## src/rtl/elastic_buffer_read_ctrl_pkg.sv

```systemverilog
// Shared definitions for the RX elastic buffer: SKP symbol, default watermarks,
// controller encodings and the pointer gray-code helpers used by both clock domains.
package elastic_buffer_pkg;

    localparam logic [8:0] SKP_SYM         = 9'h11C;
    localparam int         DEFAULT_HALF    = 8;
    localparam int         DEFAULT_LOW_WM  = 6;
    localparam int         DEFAULT_HIGH_WM = 10;

    typedef enum logic {
        ST_FILL = 1'b0,
        ST_RUN  = 1'b1
    } state_t;

    // One decision per read cycle; priority between the RUN rules is resolved
    // before this value is formed, so downstream logic never sees two at once.
    typedef enum logic [2:0] {
        ACT_WAIT      = 3'd0,
        ACT_START     = 3'd1,
        ACT_UNDERFLOW = 3'd2,
        ACT_OVERFLOW  = 3'd3,
        ACT_INSERT    = 3'd4,
        ACT_DELETE    = 3'd5,
        ACT_READ      = 3'd6
    } action_t;

    function automatic logic [31:0] gray_to_bin(input logic [31:0] i_gray);
        logic [31:0] v_bin;
        for (int i = 0; i < 32; i++) begin
            v_bin[i] = ^(i_gray >> i);
        end
        return v_bin;
    endfunction

    function automatic logic [31:0] bin_to_gray(input logic [31:0] i_bin);
        return i_bin ^ (i_bin >> 1);
    endfunction

endpackage

```

## src/rtl/elastic_buffer_read_ctrl_gray_to_binary.sv

```systemverilog
// Combinational gray-to-binary converter for an n+1 bit buffer pointer.
module gray_to_binary
    import elastic_buffer_pkg::*;
#(
    parameter int n = 4
)
(
    input  logic [n:0] i_gray,
    output logic [n:0] o_bin
);

    // Each binary bit is the XOR of all gray bits at or above its position.
    always_comb begin
        o_bin = '0;
        for (int i = 0; i <= n; i++) begin
            o_bin[i] = ^(i_gray >> i);
        end
    end

endmodule

```

## src/rtl/elastic_buffer_read_ctrl.sv

```systemverilog
// Read-side controller of the RX elastic buffer: fills to half, then reads one
// symbol per cycle while inserting/deleting SKP symbols to hold occupancy centred.
module elastic_buffer_read_ctrl
    import elastic_buffer_pkg::*;
#(
    parameter int n       = 4,
    parameter int DATA_W  = 9,
    parameter int HALF    = DEFAULT_HALF,
    parameter int LOW_WM  = DEFAULT_LOW_WM,
    parameter int HIGH_WM = DEFAULT_HIGH_WM
)
(
    input  logic              clk,
    input  logic              rst,
    input  logic [n:0]        gray_counter_write_sync,
    input  logic [DATA_W-1:0] mem_rd_data,
    output logic [n-1:0]      mem_rd_addr,
    output logic [n:0]        gray_counter_read,
    output logic [DATA_W-1:0] data_out,
    output logic              data_valid,
    output logic              skp_added,
    output logic              skp_removed,
    output logic              overflow,
    output logic              underflow
);

    localparam int                PW       = n + 1;
    localparam logic [PW-1:0]     FULL_OCC = PW'(2 ** n);
    localparam logic [PW-1:0]     HALF_OCC = PW'(HALF);
    localparam logic [PW-1:0]     LOW_OCC  = PW'(LOW_WM);
    localparam logic [PW-1:0]     HIGH_OCC = PW'(HIGH_WM);
    localparam logic [DATA_W-1:0] SKP      = DATA_W'(SKP_SYM);

    state_t              r_state;
    logic [PW-1:0]       r_rd_bin;
    logic                r_adj_done;
    logic [PW-1:0]       r_gray_rd;
    logic [DATA_W-1:0]   r_data_out;
    logic                r_data_valid;
    logic                r_skp_added;
    logic                r_skp_removed;
    logic                r_overflow;
    logic                r_underflow;

    logic [PW-1:0]       w_wr_bin;
    logic [PW-1:0]       w_occ;
    logic                w_is_skp;
    action_t             w_action;
    logic [PW-1:0]       w_rd_bin_next;
    logic [PW-1:0]       w_rd_gray_next;

    gray_to_binary #(
        .n(n)
    ) u_wr_g2b (
        .i_gray(gray_counter_write_sync),
        .o_bin (w_wr_bin)
    );

    // Pointers carry one extra wrap bit, so full (2^n) and empty (0) stay distinct.
    assign w_occ    = w_wr_bin - r_rd_bin;
    assign w_is_skp = (mem_rd_data == SKP);

    always_comb begin
        w_action = ACT_WAIT;
        if (r_state == ST_FILL) begin
            if (w_occ >= HALF_OCC) begin
                w_action = ACT_START;
            end
        end else if (w_occ == '0) begin
            w_action = ACT_UNDERFLOW;
        end else if (w_occ == FULL_OCC) begin
            w_action = ACT_OVERFLOW;
        end else if (w_is_skp && !r_adj_done && (w_occ < LOW_OCC)) begin
            w_action = ACT_INSERT;
        end else if (w_is_skp && !r_adj_done && (w_occ > HIGH_OCC)) begin
            w_action = ACT_DELETE;
        end else begin
            w_action = ACT_READ;
        end
    end

    // Overflow recentres the reader HALF symbols behind the writer.
    always_comb begin
        w_rd_bin_next = r_rd_bin;
        unique case (w_action)
            ACT_OVERFLOW:         w_rd_bin_next = w_wr_bin - HALF_OCC;
            ACT_DELETE, ACT_READ: w_rd_bin_next = r_rd_bin + PW'(1);
            default:              w_rd_bin_next = r_rd_bin;
        endcase
    end

    assign w_rd_gray_next = w_rd_bin_next ^ (w_rd_bin_next >> 1);

    always_ff @(posedge clk) begin
        if (rst) begin
            r_state       <= ST_FILL;
            r_rd_bin      <= '0;
            r_adj_done    <= 1'b0;
            r_gray_rd     <= '0;
            r_data_out    <= '0;
            r_data_valid  <= 1'b0;
            r_skp_added   <= 1'b0;
            r_skp_removed <= 1'b0;
            r_overflow    <= 1'b0;
            r_underflow   <= 1'b0;
        end else begin
            r_rd_bin      <= w_rd_bin_next;
            r_gray_rd     <= w_rd_gray_next;
            r_data_valid  <= 1'b0;
            r_skp_added   <= 1'b0;
            r_skp_removed <= 1'b0;
            r_overflow    <= 1'b0;
            r_underflow   <= 1'b0;
            unique case (w_action)
                ACT_WAIT: begin
                    r_adj_done <= 1'b0;
                end
                ACT_START: begin
                    r_adj_done <= 1'b0;
                    r_state    <= ST_RUN;
                end
                ACT_UNDERFLOW: begin
                    r_underflow <= 1'b1;
                    r_state     <= ST_FILL;
                end
                ACT_OVERFLOW: begin
                    r_overflow <= 1'b1;
                end
                ACT_INSERT: begin
                    r_data_out   <= mem_rd_data;
                    r_data_valid <= 1'b1;
                    r_skp_added  <= 1'b1;
                    r_adj_done   <= 1'b1;
                end
                ACT_DELETE: begin
                    r_skp_removed <= 1'b1;
                    r_adj_done    <= 1'b1;
                end
                ACT_READ: begin
                    r_data_out   <= mem_rd_data;
                    r_data_valid <= 1'b1;
                    if (!w_is_skp) begin
                        r_adj_done <= 1'b0;
                    end
                end
                default: begin
                    r_adj_done <= r_adj_done;
                end
            endcase
        end
    end

    assign mem_rd_addr       = r_rd_bin[n-1:0];
    assign gray_counter_read = r_gray_rd;
    assign data_out          = r_data_out;
    assign data_valid        = r_data_valid;
    assign skp_added         = r_skp_added;
    assign skp_removed       = r_skp_removed;
    assign overflow          = r_overflow;
    assign underflow         = r_underflow;

endmodule

```

## config.mk

```make
export PLATFORM = sky130hd
export DESIGN_NAME = elastic_buffer_read_ctrl
export DESIGN_NICKNAME = d
export VERILOG_FILES = /design/src/rtl/elastic_buffer_read_ctrl_pkg.sv /design/src/rtl/elastic_buffer_read_ctrl_gray_to_binary.sv /design/src/rtl/elastic_buffer_read_ctrl.sv
export SDC_FILE = /design/constraint.sdc
export NUM_CORES = 1
export LEC_CHECK = 0
export BUFFER_PORTS_ARGS = -buffer_cell sky130_fd_sc_hd__buf_2
export CAP_MARGIN = 40
export CORE_ASPECT_RATIO = 1.4
export CORE_UTILIZATION = 45
export CTS_CLUSTER_SIZE = 40
export DETAILED_ROUTE_END_ITERATION = 10
export PLACE_DENSITY = 0.76
export SYNTH_ARGS = -nofsm -noshare
export SYNTH_HDL_FRONTEND = slang
export SYNTH_SLANG_ARGS = --single-unit
```

## constraint.sdc

```tcl
create_clock -name clk -period 11.9 [get_ports clk]
set_input_delay 1.785 -clock clk [delete_from_list [all_inputs] [get_ports clk]]
set_output_delay 1.785 -clock clk [all_outputs]
set_load 0.01 [all_outputs]
```

-- Word level (Yosys, flattened, before mapping)
Cells that the tools add are included.
W data, S select, Z words.
- bits in registers: 26
- latch bits: 0
- RAM bits: 0
- ROM bits: 0
- output and inout port bits: 23
- logic and storage cells: 59
- memories: 0
- add/sub/neg operators: 3
- multiply operators: 0
- div/mod/pow operators: 0
- $lt $le $gt $ge: 3
- eq/ne operators: 9
- shifts and indexed selects: 0
- muxes and demuxes: 15
- bitwise gates (word level): 1
- reduce and logical (&&, ||, !) cells: 18
- operators by type and width (operator ; number):
    $reduce_xor A5 Y1 ; 5
    $pmux W5 S2 ; 1
    $eq A3 B3 Y1 const B ; 3
    $eq A9 B9 Y1 const B ; 1
    $mux W3 ; 3
    $reduce_or A2 Y1 ; 4
    $mux W1 ; 7
    $eq A3 B2 Y1 const B ; 2
    $add A5 B1 Y5 const B ; 1
    $eq A5 B5 Y1 const B ; 1
    $ge A5 B4 Y1 const B ; 1
    $gt A5 B4 Y1 const B ; 1
    $logic_not A5 Y1 ; 1
    $lt A5 B3 Y1 const B ; 1
    $sub A5 B4 Y5 const B ; 1
    $sub A5 B5 Y5 ; 1
    $xor A5 B4 Y5 ; 1
    $mux W2 ; 2
    $eq A3 B1 Y1 const B ; 1
    $logic_and A1 B1 Y1 ; 3
    $logic_not A3 Y1 ; 1
    $pmux W1 S3 ; 1
    $reduce_bool A3 Y1 ; 1
    $ne A2 B2 Y1 const B ; 1
    other kinds (4) ; 4

-- Depth between registers and ports, before layout
Gate-level depths: netlist of the first run.
- depth in word-level cells: 13
- mapped depth: 14
- gate-level depth less buffers: 14

-- Cells and area by module
A second synthesis of the first run with hierarchy kept.
- cells, all modules: 160
- area total of the unflattened synthesis: 1481.4 um2
- modules (own cells, without submodules) (module ; times used ; cells each ; area an instance (um2) ; sequential area each (um2)):
    elastic_buffer_read_ctrl ; 1 ; 154 ; 1408.9 ; 500.5
    gray_to_binary ; 1 ; 6 ; 72.6 ; 0.0

-- Least setup slack after synthesis of the first run
OpenSTA, ideal clock, no wires.
- kind: input port to flip-flop
- start: in gray_counter_write_sync[4]
- end: reg r_gray_rd[3], in the netlist gray_counter_read[3]
- setup time: 0.123 ns
- arrival: 4.990 ns
- slack: 6.787 ns
- stages: 14
- buffers on the path: 0
- path through: xor2_1 -> xnor2_1 -> xor2_1 -> xor2_1 -> ha_1 -> fa_1 -> nand2b_1 -> a21oi_2 -> xnor2_1 -> nand4_1 -> nand3_1 -> o211ai_1 -> a211oi_1 -> mux2_1
- cells in the longest elaborated chain, start to end: 13
- elaborated cells on any way between the ends: 26
- those cells by class: 2 x add/sub; 3 x order compare; 4 x eq/ne; 7 x mux; 1 x bitwise; 9 x reduce/logical
- ends and longest elaborated chain (element ; line ; text):
    start: declaration ; elastic_buffer_read_ctrl.sv:15 ; input logic [n:0] gray_counter_write_sync,
    $reduce_xor A5 Y1 ; elastic_buffer_read_ctrl_gray_to_binary.sv:16 ; o_bin[i] = ^(i_gray >> i);
    $sub A5 B5 Y5 ; elastic_buffer_read_ctrl.sv:60 ; assign w_occ = w_wr_bin - r_rd_bin;
    $gt A5 B4 Y1 ; elastic_buffer_read_ctrl.sv:75 ; end else if (w_is_skp && !r_adj_done && (w_occ > HIGH_OCC)) begin
    $logic_and A1 B1 Y1 ; elastic_buffer_read_ctrl.sv:75 ;
    $mux W2 ; elastic_buffer_read_ctrl.sv:75 ;
    $mux W2 ; elastic_buffer_read_ctrl.sv:73 ; end else if (w_is_skp && !r_adj_done && (w_occ < LOW_OCC)) begin
    $mux W3 ; elastic_buffer_read_ctrl.sv:71 ; end else if (w_occ == FULL_OCC) begin
    $mux W3 ; elastic_buffer_read_ctrl.sv:69 ; end else if (w_occ == '0) begin
    $mux W3 ; elastic_buffer_read_ctrl.sv:65 ; if (r_state == ST_FILL) begin
    $eq A3 B3 Y1 ; elastic_buffer_read_ctrl.sv:85 ; unique case (w_action)
    $reduce_or A2 Y1 ; elastic_buffer_read_ctrl.sv:85 ;
    $pmux W5 S2 (*) ; elastic_buffer_read_ctrl.sv:85 ;
    $xor A5 B4 Y5 (*) ; elastic_buffer_read_ctrl.sv:92 ; assign w_rd_gray_next = w_rd_bin_next ^ (w_rd_bin_next >> 1);
    end signal: assignment ; elastic_buffer_read_ctrl.sv:108 ; r_gray_rd <= w_rd_gray_next;
    end: declaration ; elastic_buffer_read_ctrl.sv:37 ; logic [PW-1:0] r_gray_rd;
Every way passes the cells marked *; elsewhere a longest branch is shown, timed or not.
A chain may end at the register's enable or synchronous reset.

-- Final worst setup path of the first run
Same ends and word-level chain as after synthesis.

==> flow_metrics.env, run 1 <==
export IMPL_clockBufferDepth=2
export IMPL_setup_violations=0
export IMPL_syn_num_nets=172
export IMPL_stdcell_count=225
export IMPL_path_class="in -> reg"
export IMPL_ant_nets=0
export IMPL_drtPass1Iterations=4
export IMPL_dp_cells=221
export IMPL_ys_top_cells_by_count="26 x nor2_1, 25 x dfxtp_1, 10 x mux2i_1"
export IMPL_grt_ovfl_total=0
export IMPL_fin_crit_sh_pct=46.4
export IMPL_die_area_sq_um=3280
export IMPL_critPathArrivalTime_ps=5670
export IMPL_whs_ps=492
export IMPL_fmax_mhz=181
export IMPL_grt_pass1_vias=1153
export IMPL_drc_errors=0
export IMPL_hpwl_mm=2.44
export IMPL_ys_seq_area_share_pct=36.5
export IMPL_r2r_end="gray_counter_read[3]"
export IMPL_clkTransAtPathRegs_ps=80
export IMPL_crit_fanout=8
export IMPL_io_pins=39
export IMPL_clk_insertion_delay_late_ps=260
export IMPL_h_tree_depth=1
export IMPL_synth_edf_count=0
export IMPL_rows=23
export IMPL_grt_first_pass_wirelength_mm=5.00
export IMPL_run_status="finished, final reports clean"
export IMPL_finalHoldViolations=0
export IMPL_nFillCells=263
export IMPL_clkSinkCount=25
export IMPL_finalWirelength_mm=3.10
export IMPL_hp_class="reg -> reg"
export IMPL_vias_per_cell=5.48
export IMPL_hold_end="data_out[4]"
export IMPL_synth_most_common_cell="nor2_1"
export IMPL_vias=1232
export IMPL_antenna_found_initial=0
export IMPL_min_period_ps=5520
export IMPL_ys_top_cells_by_area="dfxtp_1 36%, mux2i_1 7.3%, nor2_1 7.1%, ha_1 4.6%, xor2_1 3.8%"
export IMPL_seq_area_sq_um=500
export IMPL_async_flop_share_pct=0
export IMPL_synth_area_leader_cell="dfxtp_1"
export IMPL_finClkSkew_ps=2.09
export IMPL_reg2reg_depth=10
export IMPL_layout_drive_gt1_share_pct=28.2
export IMPL_ir_worst_vdd_v=0.0000879
export IMPL_finish_utilization_pct=56.9
export IMPL_synth_seq_cells=25
export IMPL_cts_resized=0
export IMPL_largest_register_ffs=9
export IMPL_tritoncts="yes"
export IMPL_slew_headroom_pct=61.1
export IMPL_post_cts_buffers=0
export IMPL_dr_first_iter_drc_count=26
export IMPL_maxSlewViolCount=0
export IMPL_whs_path_depth=2
export IMPL_postCtsHoldBufs=0
export IMPL_diodes=0
export IMPL_syn_area_sq_um=1370
export IMPL_netlist_instances=150
export IMPL_area_delta_synth_final_pct=19.2
export IMPL_fin_nets=211
export IMPL_die_x_um=48.7
export IMPL_gp_congestion=0.898
export IMPL_synth_top_area_share_pct=36.5
export IMPL_die_h_um=67.3
export IMPL_synth_flop_cell="dfxtp_1"
export IMPL_yosys_warnings=0
export IMPL_cp_required_ps=12060
export IMPL_max_cap_viol_count=0
export IMPL_yosys_cell_types_count=45
export IMPL_grt_util_all_layers_pct=19.8
export IMPL_setup_tns_ps=0
export IMPL_rrSetupSlack_ps=8680
export IMPL_worstHoldStart="data_out[4]"
export IMPL_end_kind="flop"
export IMPL_multiInputGateArea_sq_um=836
export IMPL_worst_slew_pin_slew_ps=582
export IMPL_cts_buffers=3
export IMPL_startpoint_type="primary input"
export IMPL_root_buffer="clkbuf_8"
export IMPL_wl_per_cell_um=13.8
export IMPL_rsz0062_at_grt="no"
export IMPL_p_leak_uw=0.000729
export IMPL_port_buffer_count=38
export IMPL_crit_start="gray_counter_write_sync[4]"
export IMPL_coreArea_sq_um=2880
export IMPL_grt_max_degree=24
export IMPL_syn_avg_cell_area_sq_um=9.15
export IMPL_r2r_start="r_rd_bin[0]"
export IMPL_start_util_pct=47.7
export IMPL_power_density_nw_per_um2=157
[per-stage QoR]
step                instance area (sq um)  worst slack, ps  power (uW)
detailed placement                   1590             6140         208
global route                         1640             6110         275
CTS                                  1640             6420         258
floorplan                            1370             6790         182
finish                               1640             6380         257
global placement                     1590             6400         204
[final cells by class]
| cell class | count | area share [%] |
|---|---|---|
| flip-flops and latches | 25 | 30.6 |
| multi-input cells | 116 | 51.1 |
| repair buffers | 38 | 11.6 |
| clock buffers | 4 | 2.75 |
| inverters | 5 | 1.15 |
| well taps | 37 | 2.83 |
[where the power goes]
| part | leakage (uW) | switching, uW | internal (uW) |
|---|---|---|---|
| registers | 0.000204 | 6.88 | 93.9 |
| clock network | 0.0000228 | 25.2 | 23.9 |
| logic | 0.000502 | 63.0 | 43.8 |
| total | 0.000729 | 95.1 | 162 |
[cells in the final DEF (no fill, tap or decap), types with 2 or more instances in the layout]
cell type,Yosys,routed
buf_2,2,38
nor2_1,26,26
dfxtp_1,25,25
mux2i_1,10,10
xor2_1,6,6
nand2b_1,6,6
inv_1,5,5
nand3_1,5,5
ha_1,5,5
xnor2_1,4,4
nor2b_1,4,4
o21ai_0,4,4
nor3_1,3,3
nand2_1,3,3
a21oi_1,3,3
nor4_1,3,3
clkbuf_8,0,3
nand3b_1,2,2
a21oi_2,2,2
and4_1,2,2
a31oi_1,2,2
a211oi_1,2,2
a311oi_2,2,2
[metal layers]
layer / global-route usage (%) / vias up / wire, um
met4: 10.3 / 0 / 60
met2: 35.6 / 34 / 1600
met5: 0 / - / 0
met1: 22.7 / 583 / 1330
met3: 2.93 / 7 / 104
li1: - / 608 / -
[worst max path at each step]
stage                           end  slack, ps
6_report       gray_counter_read[3]       6380
5_1_grt        gray_counter_read[3]       6110
4_1_cts        gray_counter_read[3]       6420
3_5_place_dp   gray_counter_read[3]       6140
3_3_place_gp   gray_counter_read[3]       6400
2_1_floorplan  gray_counter_read[3]       6790
[cells by family (layout without fill, tap and decap cells)]
family / count (synthesis) / count (layout) / share of synthesized area, %
buffers and inverters: 9 / 47 / 2.64
multiplexers: 11 / 11 / 8.11
AND/OR/NAND/NOR: 62 / 62 / 24.0
adder cells (fa/ha/maj): 6 / 6 / 6.02
flip-flops: 25 / 25 / 36.5
AO/OA/AOI/OAI: 26 / 26 / 15.2
XOR/XNOR: 11 / 11 / 7.57
[critical path, stage by stage]
cell and delay (ps):
buf_2 130, xor2_1 260, xnor2_1 220, xor2_1 390
xor2_1 160, ha_1 230, fa_1 400, nand2b_1 170
a21oi_2 200, xnor2_1 270, nand4_1 390, nand3_1 210
o211ai_1 100, a211oi_1 390, mux2_1 360
Note: power is estimated with default switching activity, not from simulation.
==> run 2, diff against run 1 <==
PLACE_DENSITY = 0.78   (was 0.76)
clock period = 4.8 ns   (was 11.9 ns; I/O delays follow)
==> run 2 against run 1 <==
Compared with the run above: utilization is 0.26 points higher; count of clock-buffer cells in the layout stayed put; register-to-register slack worse by 7000 ps; critical path depth stayed put; cell area is 0.46% higher; die area stayed put; largest cell class unchanged; largest power group unchanged; highest routed layer unchanged.
==> flow_metrics.env, run 2 (same netlist as run 1, synthesis figures left out) <==
export IMPL_r2r_end="gray_counter_read[3]"
export IMPL_internal_power_uw=401
export IMPL_grt_util_all_layers_pct=20.5
export IMPL_clkTransAtPathRegs_ps=80
export IMPL_grt_max_degree=24
export IMPL_drc_errors=0
export IMPL_rrSetupSlack_ps=1680
export IMPL_sw_frac_of_total_pct=37.3
export IMPL_root_buffer="clkbuf_8"
export IMPL_cp_required_ps=4960
export IMPL_largest_register_ffs=9
export IMPL_grt_first_pass_wirelength_mm=5.12
export IMPL_pre_cts_ws_ps=150
export IMPL_drtPass1Iterations=4
export IMPL_p_leak_uw=0.000734
export IMPL_port_buffer_count=38
export IMPL_wl_per_cell_um=13.8
export IMPL_coreArea_sq_um=2880
export IMPL_fin_nets=212
export IMPL_h_tree_depth=1
export IMPL_min_period_ps=4390
export IMPL_vias_per_cell=5.48
export IMPL_die_x_um=48.7
export IMPL_power_density_nw_per_um2=389
export IMPL_pwr_share_comb_pct=41.4
export IMPL_vias=1239
export IMPL_end_kind="flop"
export IMPL_finClkSkew_ps=1.96
export IMPL_final_common_cell="buf_2"
export IMPL_run_status="finished, final reports clean"
export IMPL_reg2reg_depth=10
export IMPL_r2r_start="r_rd_bin[0]"
export IMPL_diodes=0
export IMPL_grt_ovfl_total=0
export IMPL_p_seq_share_pct=39.2
export IMPL_max_cap_viol_count=0
export IMPL_post_cts_buffers=0
export IMPL_clockBufferDepth=2
export IMPL_gp_congestion=0.875
export IMPL_die_area_sq_um=3280
export IMPL_cts_buffers=3
export IMPL_hpwl_mm=2.46
export IMPL_crit_start="gray_counter_write_sync[4]"
export IMPL_area_delta_synth_final_pct=19.8
export IMPL_ir_worst_vdd_v=0.000275
export IMPL_grt_pass1_vias=1234
export IMPL_hp_class="reg -> reg"
export IMPL_crit_fanout=8
export IMPL_slew_headroom_pct=62.9
export IMPL_startpoint_type="primary input"
export IMPL_postCtsHoldBufs=0
export IMPL_cts_resized=0
export IMPL_path_class="in -> reg"
export IMPL_io_pins=39
export IMPL_layout_drive_gt1_share_pct=28.6
export IMPL_endpoint="gray_counter_read[3]"
export IMPL_rows=23
export IMPL_fin_ws_ps=414
export IMPL_setup_tns_ps=0
export IMPL_clk_insertion_delay_late_ps=270
export IMPL_rsz0062_at_grt="no"
export IMPL_fmax_mhz=228
export IMPL_critPathArrivalTime_ps=4550
export IMPL_setup_violations=0
export IMPL_p_clk_share_pct=19.4
export IMPL_maxSlewViolCount=0
export IMPL_finalWirelength_mm=3.12
export IMPL_worst_slew_pin_slew_ps=555
export IMPL_clkSinkCount=25
export IMPL_whs_ps=491
export IMPL_p_sw_uw=238
export IMPL_antenna_found_initial=0
export IMPL_layout_common_cells="38 x buf_2, 26 x nor2_1, 25 x dfxtp_1, 10 x mux2i_1"
export IMPL_finalHoldViolations=0
export IMPL_whs_path_depth=2
export IMPL_die_h_um=67.3
export IMPL_start_util_pct=47.7
export IMPL_fin_crit_sh_pct=91.4
export IMPL_ant_nets=0
export IMPL_dr_first_iter_drc_count=34
export IMPL_tritoncts="yes"
## run 2: worst min-delay path by stage
stage                      startpoint     endpoint
after CTS                  r_adj_done   r_adj_done
after detailed placement  data_out[4]  data_out[4]
after global routing       r_adj_done   r_adj_done
final                      r_adj_done   r_adj_done
after global placement     r_adj_done   r_adj_done
after floorplan            r_adj_done   r_adj_done
## run 2: critical path: stages
cell and delay (ps):
buf_2 120, xor2_1 190, xnor2_1 330, xor2_1 400, xor2_1 170, ha_1 240
fa_1 400, nand2b_1 170, a21oi_2 170, xnor2_1 270, nand4_1 380, nand3_1 190
o211ai_1 120, a211oi_1 320, mux2_1 350
## run 2: layout make-up
| type | instances | area, sq um |
|---|---|---|
| fill | 268 | 1230 |
| multi-input combinational | 116 | 836 |
| sequential | 25 | 500 |
| timing repair buffer | 39 | 198 |
| tap | 37 | 46.3 |
| clock buffer | 4 | 45.0 |
| inverter | 5 | 18.8 |
## run 2: power groups by stage
| stage | clock network (uW) | logic, uW | registers, uW |
|---|---|---|---|
| final | 124 | 265 | 250 |
| after global routing | 130 | 291 | 254 |
| after CTS | 125 | 263 | 250 |
| after detailed placement | 0 | 261 | 255 |
| after global placement | 0 | 251 | 254 |
| after floorplan | 0 | 186 | 264 |
## run 2: per-stage QoR
stage | power [uW] | utilization (%) | instance area, sq um | cells
2_1_floorplan | 450 | - | 1370 | 150
4_1_cts | 638 | 57.1 | 1640 | 226
3_3_place_gp | 505 | 55.6 | 1600 | 222
3_5_place_dp | 516 | 55.6 | 1600 | 222
5_1_grt | 675 | 57.1 | 1640 | 226
6_report | 639 | 57.1 | 1640 | 226
## run 2: layer usage
layer	vias up	part of all wire (%)	track usage [%]
met5	-	0	0
li1	611	-	-
met4	0	3.1	14.7
met1	568	42	20.8
met3	10	4.4	1.80
met2	50	50	39.4
